===== src/rtl/ex_muldiv_sequencer_pkg.sv =====
// Shared types and constants for the EX-stage RV32M multiply/divide sequencer.
package ex_muldiv_sequencer_pkg;

    localparam int unsigned XLEN       = 32;
    localparam int unsigned MUL_CYCLES = 3;
    localparam int unsigned CNT_W      = $clog2(XLEN);

    localparam logic [CNT_W-1:0] MUL_CNT_INIT = CNT_W'(MUL_CYCLES - 1);
    localparam logic [CNT_W-1:0] DIV_CNT_INIT = CNT_W'(XLEN - 1);

    localparam logic [XLEN-1:0] SMIN = {1'b1, {(XLEN-1){1'b0}}};

    localparam logic [6:0] M_FUNCT7  = 7'b0000001;
    localparam logic [2:0] MUL_F3    = 3'b000;
    localparam logic [2:0] MULH_F3   = 3'b001;
    localparam logic [2:0] MULHSU_F3 = 3'b010;
    localparam logic [2:0] MULHU_F3  = 3'b011;
    localparam logic [2:0] DIV_F3    = 3'b100;
    localparam logic [2:0] DIVU_F3   = 3'b101;
    localparam logic [2:0] REM_F3    = 3'b110;
    localparam logic [2:0] REMU_F3   = 3'b111;

    typedef enum logic [1:0] {S_IDLE, S_MUL, S_DIV, S_DONE} muldiv_state_t;

endpackage


===== src/rtl/ex_muldiv_sequencer_if.sv =====
// EX-stage <-> M-extension sequencer handshake.
interface ex_muldiv_sequencer_if;
    import ex_muldiv_sequencer_pkg::*;

    logic            start;
    logic [2:0]      funct3;
    logic [XLEN-1:0] op_a;
    logic [XLEN-1:0] op_b;
    logic            flush;
    logic            stall_ex;
    logic            busy;
    logic            result_valid;
    logic [XLEN-1:0] result;

    modport master (
        output start, funct3, op_a, op_b, flush,
        input  stall_ex, busy, result_valid, result
    );

    modport slave (
        input  start, funct3, op_a, op_b, flush,
        output stall_ex, busy, result_valid, result
    );

endinterface


===== src/rtl/ex_muldiv_sequencer_div_step.sv =====
// One restoring division iteration on unsigned magnitudes.
module ex_muldiv_sequencer_div_step
    import ex_muldiv_sequencer_pkg::*;
(
    input  logic [XLEN-1:0] i_rem,
    input  logic [XLEN-1:0] i_quo,
    input  logic [XLEN-1:0] i_divisor,
    output logic [XLEN-1:0] o_rem,
    output logic [XLEN-1:0] o_quo
);

    logic [XLEN:0] w_shift;
    logic [XLEN:0] w_diff;
    logic          w_fits;

    // Shift rem:quo left by one, trial-subtract, keep difference when non-negative.
    always_comb begin
        w_shift = {i_rem, i_quo[XLEN-1]};
        w_diff  = w_shift - {1'b0, i_divisor};
        w_fits  = ~w_diff[XLEN];
        o_rem   = w_fits ? w_diff[XLEN-1:0] : w_shift[XLEN-1:0];
        o_quo   = {i_quo[XLEN-2:0], w_fits};
    end

endmodule


===== src/rtl/ex_muldiv_sequencer.sv =====
// Multi-cycle RV32M sequencer: fixed-latency multiply, iterative radix-2 divide,
// pipeline hold via stall_ex until the result is ready.
module ex_muldiv_sequencer
    import ex_muldiv_sequencer_pkg::*;
(
    input  logic                 clock,
    input  logic                 reset,
    ex_muldiv_sequencer_if.slave bus
);

    muldiv_state_t    r_state;
    logic [CNT_W-1:0] r_cnt;
    logic [1:0]       r_f3;
    logic [XLEN-1:0]  r_a;
    logic [XLEN-1:0]  r_b;
    logic [XLEN-1:0]  r_rem;
    logic [XLEN-1:0]  r_quo;
    logic [XLEN-1:0]  r_divisor;
    logic             r_neg_q;
    logic             r_neg_r;
    logic             r_busy;
    logic             r_valid;
    logic [XLEN-1:0]  r_result;

    logic             w_in_signed;
    logic             w_overflow;
    logic [XLEN-1:0]  w_a_mag;
    logic [XLEN-1:0]  w_b_mag;
    logic [XLEN-1:0]  w_rem_nxt;
    logic [XLEN-1:0]  w_quo_nxt;
    logic [XLEN-1:0]  w_div_res;
    logic [XLEN:0]    w_a_ext;
    logic [XLEN:0]    w_b_ext;
    logic [2*XLEN-1:0] w_a_wide;
    logic [2*XLEN-1:0] w_b_wide;
    logic [2*XLEN-1:0] w_prod;
    logic [XLEN-1:0]  w_mul_res;

    // Operand decode at issue: signed DIV/REM use magnitudes, INT_MIN/-1 short-cuts.
    always_comb begin
        w_in_signed = bus.funct3[2] & ~bus.funct3[0];
        w_overflow  = w_in_signed && (bus.op_a == SMIN) && (&bus.op_b);
        w_a_mag     = (w_in_signed && bus.op_a[XLEN-1]) ? -bus.op_a : bus.op_a;
        w_b_mag     = (w_in_signed && bus.op_b[XLEN-1]) ? -bus.op_b : bus.op_b;
    end

    ex_muldiv_sequencer_div_step u_div_step (
        .i_rem     (r_rem),
        .i_quo     (r_quo),
        .i_divisor (r_divisor),
        .o_rem     (w_rem_nxt),
        .o_quo     (w_quo_nxt)
    );

    // Sign fix applied to the final division step output.
    always_comb begin
        if (r_f3[1]) w_div_res = r_neg_r ? -w_rem_nxt : w_rem_nxt;
        else         w_div_res = r_neg_q ? -w_quo_nxt : w_quo_nxt;
    end

    // Behavioural product on 33-bit sign/zero-extended operands; low 2*XLEN bits suffice.
    always_comb begin
        w_a_ext   = {(r_f3[0] ^ r_f3[1]) & r_a[XLEN-1], r_a};
        w_b_ext   = {(r_f3 == MULH_F3[1:0]) & r_b[XLEN-1], r_b};
        w_a_wide  = {{(XLEN-1){w_a_ext[XLEN]}}, w_a_ext};
        w_b_wide  = {{(XLEN-1){w_b_ext[XLEN]}}, w_b_ext};
        w_prod    = w_a_wide * w_b_wide;
        w_mul_res = (r_f3 == MUL_F3[1:0]) ? w_prod[XLEN-1:0] : w_prod[2*XLEN-1:XLEN];
    end

    // Sequencer state machine with registered busy/result_valid/result.
    always_ff @(posedge clock) begin
        if (reset) begin
            r_state   <= S_IDLE;
            r_cnt     <= '0;
            r_f3      <= '0;
            r_a       <= '0;
            r_b       <= '0;
            r_rem     <= '0;
            r_quo     <= '0;
            r_divisor <= '0;
            r_neg_q   <= 1'b0;
            r_neg_r   <= 1'b0;
            r_busy    <= 1'b0;
            r_valid   <= 1'b0;
            r_result  <= '0;
        end else begin
            r_valid <= 1'b0;
            case (r_state)
                S_IDLE: begin
                    if (bus.start && !bus.flush) begin
                        r_f3      <= bus.funct3[1:0];
                        r_a       <= bus.op_a;
                        r_b       <= bus.op_b;
                        r_rem     <= '0;
                        r_quo     <= w_a_mag;
                        r_divisor <= w_b_mag;
                        r_neg_q   <= w_in_signed & (bus.op_a[XLEN-1] ^ bus.op_b[XLEN-1]);
                        r_neg_r   <= w_in_signed & bus.op_a[XLEN-1];
                        if (!bus.funct3[2]) begin
                            r_state <= S_MUL;
                            r_cnt   <= MUL_CNT_INIT;
                            r_busy  <= 1'b1;
                        end else if (bus.op_b == '0) begin
                            r_state  <= S_DONE;
                            r_valid  <= 1'b1;
                            r_result <= bus.funct3[1] ? bus.op_a : '1;
                        end else if (w_overflow) begin
                            r_state  <= S_DONE;
                            r_valid  <= 1'b1;
                            r_result <= bus.funct3[1] ? '0 : bus.op_a;
                        end else begin
                            r_state <= S_DIV;
                            r_cnt   <= DIV_CNT_INIT;
                            r_busy  <= 1'b1;
                        end
                    end
                end
                S_MUL: begin
                    if (bus.flush) begin
                        r_state <= S_IDLE;
                        r_busy  <= 1'b0;
                    end else if (r_cnt == '0) begin
                        r_state  <= S_DONE;
                        r_busy   <= 1'b0;
                        r_valid  <= 1'b1;
                        r_result <= w_mul_res;
                    end else begin
                        r_cnt <= r_cnt - CNT_W'(1);
                    end
                end
                S_DIV: begin
                    if (bus.flush) begin
                        r_state <= S_IDLE;
                        r_busy  <= 1'b0;
                    end else begin
                        r_rem <= w_rem_nxt;
                        r_quo <= w_quo_nxt;
                        if (r_cnt == '0) begin
                            r_state  <= S_DONE;
                            r_busy   <= 1'b0;
                            r_valid  <= 1'b1;
                            r_result <= w_div_res;
                        end else begin
                            r_cnt <= r_cnt - CNT_W'(1);
                        end
                    end
                end
                S_DONE: begin
                    r_state <= S_IDLE;
                end
                default: begin
                    r_state <= S_IDLE;
                    r_busy  <= 1'b0;
                end
            endcase
        end
    end

    // Hold upstream while an op is being accepted or in flight; released in S_DONE.
    assign bus.stall_ex     = (bus.start & (r_state == S_IDLE) & ~bus.flush) | r_busy;
    assign bus.busy         = r_busy;
    assign bus.result_valid = r_valid;
    assign bus.result       = r_result;

endmodule

===== src/flat_wrapper.sv =====
// flat-port wrapper written by rule: the top's interface ports become plain ports
module ex_muldiv_sequencer_flat import ex_muldiv_sequencer_pkg::*;
  (clock, reset, bus_start, bus_funct3, bus_op_a, bus_op_b, bus_flush, bus_stall_ex, bus_busy, bus_result_valid, bus_result);
  ex_muldiv_sequencer_if bus_i ();
  input  logic clock;
  input  logic reset;
  input wire logic [$bits(bus_i.start)-1:0] bus_start;
  input wire logic [$bits(bus_i.funct3)-1:0] bus_funct3;
  input wire logic [$bits(bus_i.op_a)-1:0] bus_op_a;
  input wire logic [$bits(bus_i.op_b)-1:0] bus_op_b;
  input wire logic [$bits(bus_i.flush)-1:0] bus_flush;
  output wire logic [$bits(bus_i.stall_ex)-1:0] bus_stall_ex;
  output wire logic [$bits(bus_i.busy)-1:0] bus_busy;
  output wire logic [$bits(bus_i.result_valid)-1:0] bus_result_valid;
  output wire logic [$bits(bus_i.result)-1:0] bus_result;
  assign bus_i.start = bus_start;
  assign bus_i.funct3 = bus_funct3;
  assign bus_i.op_a = bus_op_a;
  assign bus_i.op_b = bus_op_b;
  assign bus_i.flush = bus_flush;
  assign bus_stall_ex = bus_i.stall_ex;
  assign bus_busy = bus_i.busy;
  assign bus_result_valid = bus_i.result_valid;
  assign bus_result = bus_i.result;
  ex_muldiv_sequencer u_core (.clock(clock), .reset(reset), .bus(bus_i));
endmodule

===== config.mk =====
export PLATFORM = sky130hd
export DESIGN_NAME = ex_muldiv_sequencer_flat
export DESIGN_NICKNAME = d
export VERILOG_FILES = /design/src/rtl/ex_muldiv_sequencer_pkg.sv /design/src/rtl/ex_muldiv_sequencer_if.sv /design/src/rtl/ex_muldiv_sequencer_div_step.sv /design/src/rtl/ex_muldiv_sequencer.sv /design/src/flat_wrapper.sv
export SDC_FILE = /design/constraint.sdc
export NUM_CORES = 2
export LEC_CHECK = 0
export ABC_AREA = 1
export CAP_MARGIN = 10
export CORE_ASPECT_RATIO = 1.25
export CORE_MARGIN = 2
export CORE_UTILIZATION = 41
export CTS_BUF_LIST = sky130_fd_sc_hd__clkbuf_8
export DETAILED_ROUTE_END_ITERATION = 10
export PLACE_DENSITY = 0.58
export SLEW_MARGIN = 10
export SYNTH_ARGS = -nofsm -noshare
export SYNTH_HDL_FRONTEND = slang
export SYNTH_SLANG_ARGS = --single-unit

===== constraint.sdc =====
create_clock -name clock -period 12.8 [get_ports clock]
set_input_delay 3.2 -clock clock [delete_from_list [all_inputs] [get_ports clock]]
set_output_delay 3.2 -clock clock [all_outputs]
set_load 0.02 [all_outputs]

==> results by group <==
Outcome
  • Outcome: finished, final reports clean

Logic synthesis
  • Synth area leaders: fa_1, nand2_1, inv_1
  • Register area share after synthesis: 7.47%
  • Post-synthesis simple-gate area fraction: 20.2%
  • Mean Syn Cell Area: 7.34 um2
  • Most common cell in the synthesized netlist: nand2_1
  • Post-synth net total: roughly 9000
  • Ys Warns: 0
  • Main synth FF type: dfxtp_1
  • Commonest cells in the netlist: nand2_1, inv_1, fa_1, nor2_1, clkbuf_1
  • Async set-reset flop share out of synthesis: 0%
  • Post-synth cell types: 62
  • Synth Area in XOR/XNOR: 1.17%
  • Mux share of post-synthesis cell area: 0%
  • Area fraction in compound gates after synthesis: under 10%
  • FF+latch count, synth: approximately 200
  • Largest family of logic cells by synthesized area: adder cells
  • Post-synth top area share: between 40% and 50%
  • Post-Syn Area: 54700 um2
  • Post-synth top area cell: fa_1
  • Syn Inst Count: 7457
  • EDFF count, synth: 0
  • Adder-cell share of the synthesized area: 47.1%

Global route
  • Initial antenna violation count: 11
  • First-pass GRT wire length: just over 300000 um
  • Gr usage total: 30.0%
  • Largest net degree at the start of global routing: 94
  • Number of global-route vias before repair: between 50000 and 60000
  • GR Overflow Total: 0

Worst setup path
  • Crit Path Class: reg2reg
  • Crit Path Max Fanout: 40
  • Delay-heaviest family, CP: adder cells
  • Crit path required time: 13.28 ns
  • Slowest cell on the critical path: fa_1
  • Worst R2R Setup Slack: 2.72 ns
  • Beginning of the critical path: u_core.r_f3[1]$_SDFFE_PP0P_
  • Worst Setup EP: u_core.bus.result[29]$_SDFFE_PP0P_
  • Worst path bufs/invs: 11
  • Reg2Reg Capture Point: u_core.bus.result[29]$_SDFFE_PP0P_
  • Reg2reg start: u_core.r_f3[1]$_SDFFE_PP0P_
  • Critical Path Max Stage Delay: 0.94 ns
  • R2R depth: 34
  • Startpoint class of the critical path: flop
  • Critical Path Stages: 34
  • CP most frequent cell: inv_1
  • CP Capture Type: flop
  • Worst Path Arrival: about 11 ns

Power and ir drop
  • Leakage power total: 29.2 nW
  • Pwr Density: 136 nW/um2
  • Peak supply drop: 0.000130 V
  • Final Power: 0.00785 W

Timing
  • RSZ-0062 raised after global routing: false
  • Fin. Hold Viols: 0
  • Max-slew violation count: 0
  • Max_slew headroom: 15.8%
  • Measured slew at the worst slew-check pin: 1.26 ns
  • Final number of setup-violating endpoints: 0
  • Setup_tns: 0 ns
  • Fmax: 0.0992 GHz
  • Clock Skew: 0.0411 ns
  • Fin crit share: 78.8%
  • Min cycle time layout: 10.08 ns

Clock tree
  • # resized after CTS: 0
  • CTS tree: yes
  • Number of buffers created by CTS: 39
  • CTS Hold Buffers Added: 0
  • Sink Count: 204
  • H-tree depth: 2
  • Clock Path Buffers: 3
  • CTS clk-pin slew, worst paths: 0.06 ns
  • Post-CTS setup buffers: 0
  • Root Driver: clkbuf_8
  • Latest clock arrival within the worst-skew pair: approximately 0.66 ns

Floorplanning
  • Die area: around 140000 um2
  • Die Y: 412 um
  • Standard-cell row count: 149
  • Top-Level Pins: 106
  • Core ar.: about 130000 um2
  • Die W: about 330 um
  • Initial Util: between 40 and 50%

Layout
  • Layout net count: 8753
  • Area Overhead vs Synth: 5.88%
  • Fillers: 13700
  • Layout cells sized above 1: under 10%
  • Post-route cell area: 57900 um2

Routing
  • Vias/cell: 5.24
  • DRT iter0 DRCs: a little under 4000
  • Drt drc: 0
  • Post-detailed-route count of antenna-violating nets: 0
  • Router iterations before antenna repair: 7
  • Average wire per standard cell: 22.0 um
  • Final WL: roughly 200000 um
  • Via count: 47500

Min path
  • HP Class: reg2reg
  • Worst min-delay path startpoint: u_core.bus.result[3]$_SDFFE_PP0P_

Placed design
  • Routability cong.: 1.01
  • IO buf count: between 100 and 150
  • DP Wirelength: 159000 um
  • DP Area: between 50000 and 60000 um2

Flow run
  • Max_cap viols: 0
cell families (layout without fill, tap and decap cells):
| kind of cell | Yosys count | in the layout |
|---|---|---|
| AO/OA/AOI/OAI | 806 | 806 |
| XOR/XNOR | 73 | 73 |
| adder cells (fa/ha/maj) | 1383 | 1383 |
| buffers and inverters | 2281 | 2154 |
| flip-flops | 204 | 204 |
| other | 0 | 1 |
| AND/OR/NAND/NOR | 2710 | 2710 |
report_power, final:
group          total, W  switching, W  leakage [nW]  internal (W)
clock          0.000735      0.000342         0.472      0.000393
sequential     0.000902      0.000167          1.66      0.000734
combinational   0.00621       0.00432          27.1       0.00189
total           0.00785       0.00483          29.2       0.00302
how the worst min path moves through the flow:
stage	end	slack [ns]	cells past startpoint
after floorplan	u_core.r_quo[31]$_SDFFE_PP0P_	0.45	2
after global placement	u_core.r_quo[3]$_SDFFE_PP0P_	0.46	2
after detailed placement	u_core.r_quo[3]$_SDFFE_PP0P_	0.46	2
after CTS	u_core.r_quo[3]$_SDFFE_PP0P_	0.47	2
after global routing	u_core.r_quo[3]$_SDFFE_PP0P_	0.48	2
final	u_core.bus.result[3]$_SDFFE_PP0P_	0.47	2
layout by cell type, fill, tap and decap left out, types with 10 or more instances in the layout:
master,instances
nand2_1,1888
inv_1,1882
fa_1,1126
nor2_1,386
a21oi_1,335
o21ai_0,281
ha_1,256
nand3_1,247
dfxtp_1,202
clkdlybuf4s50_1,104
buf_4,92
xor2_1,51
clkbuf_8,50
a31oi_1,46
nor3_1,44
o211ai_1,38
nand4_1,29
o221ai_1,23
xnor2_1,22
or2_2,21
nand2_2,17
nand3b_1,17
a211oi_1,16
nor4_1,14
o21bai_1,12
a21o_1,10
area by class of cell:
type	count	area, um2	area share [%]
multi-input cells	4972	42000	72.5
repair buffers	196	1730	2.99
flip-flops and latches	204	4090	7.06
clock inverters	21	150	0.259
well taps	1736	2170	3.75
inverters	1887	7080	12.2
clock buffers	50	688	1.19
diodes	1	2.50	0.00432
flip-flops by register name (all words and copies together), names as in the netlist:
| name | cells |
|---|---|
| u_core.bus.busy | 1 |
| u_core.bus.result | 32 |
| u_core.bus.result_valid | 1 |
| u_core.r_a | 32 |
| u_core.r_b | 31 |
| u_core.r_cnt | 5 |
| u_core.r_divisor | 32 |
| u_core.r_f3 | 2 |
| u_core.r_neg_q | 1 |
| u_core.r_neg_r | 1 |
| u_core.r_quo | 32 |
| u_core.r_rem | 32 |
| u_core.r_state | 2 |
per-layer routing:
metal | vias up | track usage [%] | share of wire (%)
li1 | 21600 | - | -
met1 | 23800 | 35.3 | 38
met2 | 1614 | 52.5 | 50
met3 | 468 | 3.75 | 5.7
met4 | 4 | 17.0 | 6.8
met5 | - | 0 | 0.013
metrics by stage:
| step | setup slack (ns) | utilization, % | cells | hold WS [ns] |
|---|---|---|---|---|
| final | 2.72 | 43.8 | 9067 | 0.465 |
| after global routing | 2.02 | 43.8 | 9067 | 0.478 |
| after CTS | 2.68 | 43.8 | 9066 | 0.467 |
| after detailed placement | 2.71 | 43.2 | 8995 | 0.457 |
| after global placement | 2.85 | 43.2 | 8995 | 0.455 |
| after floorplan | 4.49 | - | 7457 | 0.445 |
tightest hold or removal path, cell delays in order, from the launching register on:
cell and delay, ns:
dfxtp_1 0.31, nand2_1 0.06, a21oi_1 0.05
Note: power is estimated with default switching activity, not from simulation.
